### config.mk
export PLATFORM = sky130hd
export DESIGN_NAME = instruction_fetch_unit
export DESIGN_NICKNAME = d
export VERILOG_FILES = /design/src/rtl/instruction_fetch_unit.sv
export SDC_FILE = /design/constraint.sdc
export NUM_CORES = 1
export LEC_CHECK = 0
export BUFFER_PORTS_ARGS = -buffer_cell sky130_fd_sc_hd__buf_4
export CELL_PAD_IN_SITES_DETAIL_PLACEMENT = 0
export CELL_PAD_IN_SITES_GLOBAL_PLACEMENT = 1
export CORE_MARGIN = 2
export CORE_UTILIZATION = 45
export CTS_BUF_LIST = sky130_fd_sc_hd__clkbuf_4 sky130_fd_sc_hd__clkbuf_8
export CTS_CLUSTER_SIZE = 8
export DETAILED_ROUTE_END_ITERATION = 6
export PLACE_DENSITY_LB_ADDON = 0.1
export SETUP_SLACK_MARGIN = 0.1
export SLEW_MARGIN = 30
export SYNTH_ARGS = -nofsm -noshare
export SYNTH_HDL_FRONTEND = slang
export SYNTH_SLANG_ARGS = --single-unit
### constraint.sdc
create_clock -name clk -period 4.7 [get_ports clk]
set_clock_uncertainty 0.1 [all_clocks]
set_input_delay 0 -clock clk [delete_from_list [all_inputs] [get_ports clk]]
set_output_delay 0 -clock clk [all_outputs]
set_load 0.02 [all_outputs]
### src/rtl/instruction_fetch_unit.sv
// Instruction fetch unit: owns the PC, issues single-cycle fetches to instruction
// memory and buffers {pc, word} pairs in a small shift FIFO toward decode.
module instruction_fetch_unit #(
  parameter logic [31:0] RESET_PC   = 32'h0000_0000,
  parameter int          MEM_BYTES  = 128,
  parameter int          FIFO_DEPTH = 2
) (
  input  logic        clk,
  input  logic        rst_n,
  input  logic        fetch_en,
  output logic        imem_req,
  output logic [31:0] imem_addr,
  input  logic [31:0] imem_data,
  input  logic        redirect_valid,
  input  logic [31:0] redirect_pc,
  output logic        if_valid,
  input  logic        if_ready,
  output logic [31:0] if_instr,
  output logic [31:0] if_pc,
  output logic        fetch_fault,
  output logic [31:0] fault_pc
);

  localparam int CNT_W = $clog2(FIFO_DEPTH + 1);

  typedef enum logic [1:0] {
    IDLE  = 2'd0,
    FETCH = 2'd1,
    FAULT = 2'd2
  } state_t;

  state_t           state_r;
  state_t           state_nxt_s;
  logic [31:0]      pc_r;
  logic [31:0]      pc_nxt_s;
  logic [CNT_W-1:0] count_r;
  logic [CNT_W-1:0] count_nxt_s;
  logic [CNT_W-1:0] wr_idx_s;
  logic [31:0]      fifo_pc_r     [FIFO_DEPTH];
  logic [31:0]      fifo_instr_r  [FIFO_DEPTH];
  logic [31:0]      fifo_pc_nxt_s [FIFO_DEPTH];
  logic [31:0]      fifo_instr_nxt_s [FIFO_DEPTH];
  logic             fault_r;
  logic             fault_nxt_s;
  logic [31:0]      fault_pc_r;
  logic [31:0]      fault_pc_nxt_s;
  logic [32:0]      pc_end_s;
  logic             pc_bad_s;
  logic             full_s;
  logic             if_valid_s;
  logic             pop_s;
  logic             push_s;

  // Handshake, fault detection and request qualification.
  always_comb begin
    pc_end_s   = {1'b0, pc_r} + 33'd3;
    pc_bad_s   = (pc_r[1:0] != 2'b00) || (pc_end_s >= 33'(MEM_BYTES));
    full_s     = (count_r >= CNT_W'(FIFO_DEPTH));
    if_valid_s = (count_r != {CNT_W{1'b0}}) && !redirect_valid;
    pop_s      = if_valid_s && if_ready;
    push_s     = (state_r == FETCH) && fetch_en && !redirect_valid && !pc_bad_s &&
                 (!full_s || pop_s);
  end

  // FIFO next state: entry 0 is always the head; a pop shifts, a push lands behind the survivors.
  always_comb begin
    wr_idx_s    = count_r - CNT_W'(pop_s);
    count_nxt_s = redirect_valid ? {CNT_W{1'b0}}
                                 : (count_r + CNT_W'(push_s) - CNT_W'(pop_s));
    for (int i = 0; i < FIFO_DEPTH; i++) begin
      if (push_s && (CNT_W'(i) == wr_idx_s)) begin
        fifo_pc_nxt_s[i]    = pc_r;
        fifo_instr_nxt_s[i] = imem_data;
      end else if (pop_s) begin
        fifo_pc_nxt_s[i]    = fifo_pc_r[(i < FIFO_DEPTH - 1) ? i + 1 : i];
        fifo_instr_nxt_s[i] = fifo_instr_r[(i < FIFO_DEPTH - 1) ? i + 1 : i];
      end else begin
        fifo_pc_nxt_s[i]    = fifo_pc_r[i];
        fifo_instr_nxt_s[i] = fifo_instr_r[i];
      end
    end
  end

  // Control FSM; a redirect overrides every state and clears the fault flag.
  always_comb begin
    state_nxt_s    = state_r;
    pc_nxt_s       = pc_r;
    fault_nxt_s    = fault_r;
    fault_pc_nxt_s = fault_pc_r;
    if (redirect_valid) begin
      pc_nxt_s    = redirect_pc;
      state_nxt_s = fetch_en ? FETCH : IDLE;
      fault_nxt_s = 1'b0;
    end else begin
      pc_nxt_s = push_s ? (pc_r + 32'd4) : pc_r;
      case (state_r)
        IDLE: begin
          state_nxt_s = fetch_en ? FETCH : IDLE;
        end
        FETCH: begin
          if (!fetch_en) begin
            state_nxt_s = IDLE;
          end else if (pc_bad_s) begin
            state_nxt_s    = FAULT;
            fault_nxt_s    = 1'b1;
            fault_pc_nxt_s = pc_r;
          end else begin
            state_nxt_s = FETCH;
          end
        end
        FAULT: begin
          state_nxt_s = FAULT;
        end
        default: begin
          state_nxt_s = IDLE;
        end
      endcase
    end
  end

  // State, PC, fault and FIFO registers.
  always_ff @(posedge clk or negedge rst_n) begin
    if (!rst_n) begin
      state_r    <= IDLE;
      pc_r       <= RESET_PC;
      count_r    <= {CNT_W{1'b0}};
      fault_r    <= 1'b0;
      fault_pc_r <= 32'h0000_0000;
      for (int i = 0; i < FIFO_DEPTH; i++) begin
        fifo_pc_r[i]    <= 32'h0000_0000;
        fifo_instr_r[i] <= 32'h0000_0000;
      end
    end else begin
      state_r    <= state_nxt_s;
      pc_r       <= pc_nxt_s;
      count_r    <= count_nxt_s;
      fault_r    <= fault_nxt_s;
      fault_pc_r <= fault_pc_nxt_s;
      for (int i = 0; i < FIFO_DEPTH; i++) begin
        fifo_pc_r[i]    <= fifo_pc_nxt_s[i];
        fifo_instr_r[i] <= fifo_instr_nxt_s[i];
      end
    end
  end

  assign imem_req    = push_s;
  assign imem_addr   = pc_r;
  assign if_valid    = if_valid_s;
  assign if_instr    = fifo_instr_r[0];
  assign if_pc       = fifo_pc_r[0];
  assign fetch_fault = fault_r;
  assign fault_pc    = fault_pc_r;

endmodule

==> out/metrics.cfg, run 1 <==
[setup_path]
worstSetupStartpointType = register
rrSetupSlack_ps = 570
critPathRequiredTime_ps = 4600
arrival_ps = 4120
critPathCaptureType = output pin
crit_type = reg -> out
path_max_fanout = 7

[placement]
hpwl_mm = 13.2
dp_cells = 1086
gp_congestion = 0.801
portBuffers = 199

[cts]
path_clk_slew_ps = 100
insertion_delay_ps = 470
cts_root_buffer = clkbuf_8
ctsLongestPathBuffers = 2
htree_levels = 4
cts_buffers = 17
cts_tree = done
numClockSinks = 197
post_cts_buffers = 0

[route]
drtIter0Drc = 240
wl_per_cell_um = 16.8
routed_via_density = 5.03
dr.pass1.iters = 4
vias = 6015
postRouteWirelength_mm = 20.1
ant_nets = 0
drc = 0

[final_layout]
drive_gt1_share_pct = 43.5
diodes = 0
fin_util_pct = 59.0
final_nets = 992
finalNonFillerCells = 1196
fillers = 1611
synthToLayoutAreaGrowth_pct = 28.6

[timing]
rsz0062_at_grt = false
clock.fmax_ghz = 0.237
slew_viol_final = 0
slew_headroom_pct = 41.3
period_needed_ps = 4220
final-setup-viol-count = 0
finalHoldViolCount = 0
period_share_pct = 89.8
worst_pin_slew_ps = 875
fin_setup_tns_ps = 0

[global_route]
grt_use_total_pct = 19.8
grt_start_max_net_pins = 104
grt_pass1_wl_mm = 33.5
antenna_found_initial = 0
grt-ovfl-total = 0
grt_pass1_vias = 6507

[hold_path]
hold_path_class = in -> reg

[logic_synthesis]
syn_inst = 708
synth_area_per_cell_sq_um = 12.7
synth-seq-cells = 197
syn-cell-area_sq_um = 8970
synth.area.top_cells = dfrtp_1 (55%), mux2_2 (20%), buf_4 (5.4%)
synthFlopType = dfrtp_1
synth-edff-count = 0
synth_top_area_share_pct = 55.0
synth_common_cells = dfrtp_1 (197), mux2_2 (156), nand2_1 (69), buf_4 (64), and2_1 (28)
synth.most_common_cell = dfrtp_1
yosys_warnings = 0
ys_async_sr_fraction_pct = 100
seq_area_frac_synth_pct = 55.0
synth_nets = 781
synth_area_leader_cell = dfrtp_1
ys_types = 50

[pwr]
power_leakage_uw = 0.00572
p_total_uw = 3830
peakVddDrop_mv = 0.195
power_density_nw_per_um2 = 332

[floorplan]
core_area_sq_um = 19500
die_area_sq_um = 21100
start_util_pct = 45.9
rows = 51
die_y_um = 145
dieWidth_um = 145
boundaryPins = 200

[flow_run]
drv_cap = 0

[run_status]
status = completed

==> worst max-delay path, cell delays in order, from the launching register on <==
cell and delay [ps]:
dfrtp_1 360, ha_1 230, nand4_1 240, or4_1 500
o41a_1 410, or4_1 570, a2111oi_4 600, nand4_1 400
inv_1 170, buf_4 180
==> report_power, final <==
| part | internal, uW | total, uW | switching [uW] |
|---|---|---|---|
| clock network | 661 | 1240 | 584 |
| registers | 1810 | 1920 | 112 |
| logic | 336 | 666 | 330 |
| total | 2800 | 3830 | 1030 |
==> per-stage QoR <==
| stage | area, sq um | worst slack (ps) | hold slack [ps] |
|---|---|---|---|
| floorplan | 8970 | 627 | -396 |
| CTS | 11500 | 355 | 10.3 |
| detailed placement | 10300 | 526 | 59.9 |
| global placement | 10300 | 588 | 44.0 |
| global route | 11500 | 171 | 60.3 |
| finish | 11500 | 480 | 35.8 |
==> flip-flops by register name, indices dropped and copies added, names as in the netlist <==
signal / flops
imem_addr: 32
state_r: 2
fault_pc: 32
if_instr: 32
count_r: 2
fetch_fault: 1
fifo_pc_r: 32
if_pc: 32
fifo_instr_r: 32
==> cells in the final DEF (no fill, tap or decap), types with 3 or more instances in the layout <==
cell and count:
a21boi_0 27, a21o_1 3, a31oi_1 3, and2_1 28, and3_1 8, and4_1 4
buf_4 206, bufinv_16 5, clkbuf_8 19, dfrtp_1 197, dlygate4sd3_1 79, ha_1 4
inv_1 10, mux2_1 8, mux2_2 156, mux2i_1 9, nand2_1 68, nand3_1 10
nand4_1 10, nor2_1 9, nor2b_1 4, nor3_1 4, nor4_1 4, o221ai_1 3
or4_1 3, xnor2_1 8
==> area by class of cell <==
cell class	count	area [sq um]	share of cell area, %
clock buffers	20	263	2.28
multi-input cells	405	3400	29.5
inverters	11	41.3	0.358
flip-flops and latches	197	4930	42.8
well taps	265	332	2.88
repair buffers	287	2370	20.5
clock inverters	11	199	1.73
==> timing repair <==
item	4_1_cts	5_1_grt
resized for setup	0	0
hold buffers	79	0
setup endpoints to repair	0	1
hold endpoints to repair	201	0
==> logic make-up (layout without fill, tap and decap cells) <==
family                     Yosys count  in the layout  share of synthesized area, %
adders and majority gates            4              4                         0.558
AOI/OAI and AO/OA                   57             57                          5.22
and+or+nand+nor                    162            162                          9.52
buffers and inverters              106            329                          7.26
xor gates and xnor gates             9              9                         0.879
muxes                              173            173                          21.6
DFF                                197            197                          55.0
==> routing by layer <==
layer	share of wire (%)	GRT usage, %
met1	42	24.1
met2	50	33.9
met3	5.1	5.57
met4	2.4	6.76
met5	0	0
==> final timing paths <==
check	startpoint	to	cells past startpoint
min reg2reg	fifo_pc_r[10]	fifo_pc_r[10]	1
min	if_ready	if_pc[21]	5
max in group asynchronous	rst_n	imem_addr[27]	3
max	imem_addr[3]	imem_req	9
max reg2reg	imem_addr[3]	fifo_pc_r[2]	9
min in group asynchronous	rst_n	if_pc[21]	2
No activity file was read; power rests on OpenSTA's default activity.
==> inputs of run 2 (changes only) <==
--- a/config.mk
+++ b/config.mk
@@ -8,7 +8,6 @@
 export BUFFER_PORTS_ARGS = -buffer_cell sky130_fd_sc_hd__buf_4
 export CELL_PAD_IN_SITES_DETAIL_PLACEMENT = 0
 export CELL_PAD_IN_SITES_GLOBAL_PLACEMENT = 1
-export CORE_MARGIN = 2
 export CORE_UTILIZATION = 45
 export CTS_BUF_LIST = sky130_fd_sc_hd__clkbuf_4 sky130_fd_sc_hd__clkbuf_8
 export CTS_CLUSTER_SIZE = 8
==> run 2 against run 1 <==
Compared with the run above:
- hold slack lost 11 ps
- register-to-register slack about the same
- die area down 2.7%
- cell count shrank 0.59%
- sequential share of layout area up 0.51 points
- critical path depth is 1 lower
- via count decreased by 1.7%
- combinational power is 2% lower
- setup slack got worse by 20 ps
- largest cell class unchanged
- largest power group unchanged
==> out/metrics.cfg, run 2 (same netlist as run 1, synthesis figures left out) <==
[run_status]
status = completed

[route]
dr.pass1.iters = 4  ; unchanged
routed_via_density = 4.97  ; -1.1%
wl_per_cell_um = 16.7  ; -0.57%
postRouteWirelength_mm = 19.9  ; -1.2%
drc = 0  ; unchanged
drtIter0Drc = 141  ; -41%
ant_nets = 0  ; unchanged
vias = 5912  ; -1.7%

[timing]
final-setup-viol-count = 0  ; unchanged
rsz0062_at_grt = false
clock.fmax_ghz = 0.236  ; -0.47%
slew_headroom_pct = 44.8  ; +3.6 points
period_share_pct = 90.2  ; +0.43 points
period_needed_ps = 4240  ; +20.1 ps
worst_pin_slew_ps = 822  ; -53.2 ps
fin_setup_tns_ps = 0  ; unchanged
finalHoldViolCount = 0  ; unchanged
slew_viol_final = 0  ; unchanged

[pwr]
peakVddDrop_mv = 0.198  ; +1.8%
power_leakage_uw = 0.00567  ; -1.0%
power_density_nw_per_um2 = 321  ; -3.2%

[cts]
cts_buffers = 17  ; unchanged
cts_tree = done
cts_root_buffer = clkbuf_8
htree_levels = 4  ; unchanged
numClockSinks = 197  ; unchanged
cts_resized = 0  ; unchanged
path_clk_slew_ps = 100  ; about the same
ctsLongestPathBuffers = 2  ; unchanged
insertion_delay_ps = 460  ; about the same

[final_layout]
finalNonFillerCells = 1189  ; -0.59%
multi_input_area_sq_um = 3400  ; unchanged
seq_area_sq_um = 4930  ; unchanged
layout_common_cells = buf_4 (206), dfrtp_1 (197), mux2_2 (156)
diodes = 0  ; unchanged
fin_area_sq_um = 11400  ; -1.2%
drive_gt1_share_pct = 43.9  ; +0.44 points
mostFrequentLayoutCell = buf_4
fillers = 1661  ; +3.1%
final_nets = 984  ; -0.81%
synthToLayoutAreaGrowth_pct = 27.0

[floorplan]
core_area_sq_um = 19500  ; unchanged
dieWidth_um = 143  ; -1.4%
boundaryPins = 200  ; unchanged
start_util_pct = 45.9  ; unchanged
rows = 51  ; unchanged
die_area_sq_um = 20500  ; -2.7%
die_y_um = 143  ; -1.4%

[global_route]
grt_use_total_pct = 20.3  ; +0.54 points
grt_pass1_vias = 6363  ; -2.2%
grt_pass1_wl_mm = 32.1  ; -4.2%
grt_start_max_net_pins = 91  ; -13%
antenna_found_initial = 0  ; unchanged
grt-ovfl-total = 0  ; unchanged

[hold_path]
hold_path_class = in -> reg

[setup_path]
crit_chain = o211ai_1 > or4_1 > o41a_1 > or4_1 > a2111oi_4 > nand4_1 > inv_1 > buf_4
arrival_ps = 4140  ; +20 ps
worstSetupStartpointType = register
path_max_fanout = 7  ; unchanged
crit_path_top_delay_cell = a2111oi_4
critPathCaptureType = output pin
crit_top_cell = or4_1
critPathRequiredTime_ps = 4600  ; about the same
crit_type = reg -> out
slowest_delay_ps = 580  ; -20 ps

[placement]
dp_cells = 1086  ; unchanged
portBuffers = 199  ; unchanged
hpwl_mm = 13.3  ; +0.82%
gp_congestion = 0.780  ; -2.7%
placed_area_sq_um = 10300  ; +0.12%

[flow_run]
drv_cap = 0  ; unchanged

## run 2: what timing repair did
item	in CTS	in global routing
hold buffers	71	0
setup buffers	0	0
hold endpoints to repair	189	0
setup endpoints to repair	0	1
## run 2: layout make-up
cell class,instances,area share (%)
Clock buffer,22,2.49
Multi-Input combinational cell,405,29.8
Tap cell,265,2.91
Timing Repair Buffer,279,20.2
Clock inverter,10,0.956
Inverter,11,0.362
Sequential cell,197,43.3
## run 2: final timing paths
path | from | to | slack, ps | cells past startpoint
worst max-delay path | imem_addr[7] | imem_req | 460 | 8
worst min-delay path | if_ready | if_pc[14] | 30 | 5
worst max register to register | imem_addr[7] | fault_pc[28] | 570 | 8
worst min register to register | fifo_pc_r[15] | fifo_pc_r[15] | 390 | 1
max in group asynchronous | rst_n | fifo_instr_r[19] | 3230 | 3
min in group asynchronous | rst_n | if_pc[16] | 50 | 2
## run 2: metrics by stage
stage | total power, uW | setup slack (ps) | hold slack (ps) | utilization (%)
2_1_floorplan | 2220 | 627 | -396 | -
3_3_place_gp | 2550 | 507 | 3.06 | 52.6
3_5_place_dp | 2560 | 505 | 9.26 | 52.7
4_1_cts | 3710 | 334 | 26.6 | 58.3
5_1_grt | 3830 | 190 | 44.2 | 58.3
6_report | 3660 | 460 | 25.3 | 58.3
## run 2: routing by layer
| metal | vias to the layer above | track usage (%) | share of wire, % |
|---|---|---|---|
| li1 | 2810 | - | - |
| met1 | 2949 | 24.4 | 43 |
| met3 | 21 | 3.92 | 4.3 |
| met5 | - | 0 | 0 |
| met2 | 132 | 36.0 | 52 |
| met4 | 0 | 7.30 | 1.3 |
## run 2: power breakdown
group | internal (uW) | switching (uW) | total, uW
registers | 1810 | 113 | 1920
clock network | 480 | 608 | 1090
logic | 329 | 326 | 655
total | 2620 | 1050 | 3660
## run 2: critical path: cells and delay by family (launching register included)
family          cells  cell delay, ps
buf+inv             2             370
flops               1             520
compound gates      3            1270
simple gates        3            1540
==> inputs of run 3 (changes only) <==
--- a/config.mk
+++ b/config.mk
@@ -13,6 +13,7 @@
 export CTS_CLUSTER_SIZE = 8
 export DETAILED_ROUTE_END_ITERATION = 6
 export PLACE_DENSITY_LB_ADDON = 0.1
+export RECOVER_POWER = 50
 export SETUP_SLACK_MARGIN = 0.1
 export SLEW_MARGIN = 30
 export SYNTH_ARGS = -nofsm -noshare
==> run 3 against run 2 <==
Compared with the run above:
- sequential power barely moved
- the flow now finishes with violations (max-capacitance violations, max-slew violations)
- utilization fell by 2.6 points
- flip-flop and latch count did not move
- global-route usage did not move
- die area did not move
- critical endpoint unchanged
- critical path depth did not move
- critical path type unchanged
- non-clock buffer count did not move
- count of clock-buffer cells in the layout did not move
- highest routed layer unchanged
==> out/metrics.cfg, run 3 (same netlist as run 1, synthesis figures left out) <==
[route]
routed_via_density = 5.00  ; +0.47%
vias = 5940  ; +0.47%
drc = 0  ; unchanged
ant_nets = 0  ; unchanged
wl_per_cell_um = 16.7  ; about the same
drtIter0Drc = 191  ; +35%
postRouteWirelength_mm = 19.9  ; about the same
dr.pass1.iters = 4  ; unchanged

[timing]
slew_headroom_pct = -46.7  ; -92 points
fin_setup_tns_ps = 0  ; unchanged
period_needed_ps = 4270  ; +32.9 ps
finalWorstSetupSlack_ps = 427  ; -32.9 ps
whs_ps = 22.9  ; -2.36 ps
clock.fmax_ghz = 0.234  ; -0.77%
slew_viol_final = 91  ; +91
worst_pin_slew_ps = 2200  ; +1380 ps
rsz0062_at_grt = false
finalHoldViolCount = 0  ; unchanged
final-setup-viol-count = 0  ; unchanged
period_share_pct = 90.9  ; +0.70 points

[run_status]
violations = max-capacitance violations, max-slew violations
status = finished with violations

[cts]
path_clk_slew_ps = 100  ; about the same
numClockSinks = 197  ; unchanged
ctsLongestPathBuffers = 2  ; unchanged
post_cts_buffers = 0  ; unchanged
cts_resized = 0  ; unchanged
insertion_delay_ps = 460  ; about the same
cts_root_buffer = clkbuf_8
htree_levels = 4  ; unchanged
cts_buffers = 17  ; unchanged
cts_tree = done

[floorplan]
die_area_sq_um = 20500  ; unchanged
rows = 51  ; unchanged
start_util_pct = 45.9  ; unchanged
die_y_um = 143  ; unchanged
core_area_sq_um = 19500  ; unchanged
boundaryPins = 200  ; unchanged
dieWidth_um = 143  ; unchanged

[setup_path]
worstSetupStartpointType = register
critPathRequiredTime_ps = 4600  ; about the same
arrival_ps = 4170  ; +30 ps
crit_type = reg -> out
critPathCaptureType = output pin
path_max_fanout = 7  ; unchanged

[placement]
hpwl_mm = 13.3  ; unchanged
pre_cts_ws_ps = 505  ; unchanged
gp_congestion = 0.780  ; unchanged
dp_cells = 1086  ; unchanged
portBuffers = 199  ; unchanged
placed_area_sq_um = 10300  ; unchanged

[global_route]
grt_start_max_net_pins = 91  ; unchanged
grt_pass1_vias = 6363  ; unchanged
grt_pass1_wl_mm = 32.1  ; unchanged
grt-ovfl-total = 0  ; unchanged
grt_use_total_pct = 20.3  ; unchanged
antenna_found_initial = 0  ; unchanged

[final_layout]
final_nets = 984  ; unchanged
synthToLayoutAreaGrowth_pct = 21.5
diodes = 0  ; unchanged
mostFrequentLayoutCell = dfrtp_1
fin_area_sq_um = 10900  ; -4.4%
drive_gt1_share_pct = 29.9  ; -14 points
layout_common_cells = dfrtp_1 (197), mux2_2 (156), clkbuf_1 (130)
finalNonFillerCells = 1189  ; unchanged

[pwr]
power_density_nw_per_um2 = 327  ; +1.8%
power_leakage_uw = 0.00515  ; -9.2%
peakVddDrop_mv = 0.191  ; -3.3%

[flow_run]
drv_cap = 1  ; +1

[hold_path]
hold_path_class = in -> reg

-- run 3: repair_timing --
item	4_1_cts	5_1_grt
hold buffers	71	0
endpoints found under the setup margin	0	1
endpoints found under the hold margin	189	0
-- run 3: cell type report --
cell class | instances | area (sq um)
multi-input cells | 405 | 3400
fillers | 1782 | 8630
well taps | 265 | 332
clock inverters | 10 | 109
inverters | 11 | 41.3
clock buffers | 22 | 284
repair buffers | 279 | 1800
flip-flops and latches | 197 | 4930
-- run 3: power breakdown --
group / internal [uW] / switching (uW) / leakage (uW) / total (uW)
registers: 1810 / 109 / 0.00261 / 1920
clock network: 480 / 609 / 0.000198 / 1090
logic: 234 / 325 / 0.00234 / 559
total: 2520 / 1040 / 0.00515 / 3560
-- run 3: critical path: stages, from the launching register on --
cell and delay [ps]:
dfrtp_1 540, o211ai_1 280, or4_1 570, o41a_1 420, or4_1 570, a2111oi_4 570
nand4_1 390, inv_1 190, buf_4 180
-- run 3: routing by layer --
layer / part of all wire, % / up-vias / track usage, %
met4: 1.3 / 0 / 7.30
met5: 0 / - / 0
li1: - / 2808 / -
met2: 52 / 133 / 36.0
met3: 4.0 / 20 / 3.92
met1: 43 / 2979 / 24.4
-- run 3: path summary, 6_finish.rpt --
kind | from | end | slack (ps) | depth (start not counted)
max in group asynchronous | rst_n | fifo_pc_r[7] | 1720 | 3
hold / removal | if_ready | if_pc[14] | 20 | 5
setup reg to reg | imem_addr[7] | fault_pc[28] | 550 | 8
hold reg to reg | fifo_pc_r[15] | fifo_pc_r[15] | 390 | 1
min in group asynchronous | rst_n | if_pc[16] | 620 | 2
setup / recovery | imem_addr[7] | imem_req | 430 | 8
-- run 3: stage by stage --
stage	util [%]	power, uW
floorplan	-	2220
global placement	52.6	2550
detailed placement	52.7	2560
CTS	58.3	3710
global route	55.8	3730
finish	55.8	3560
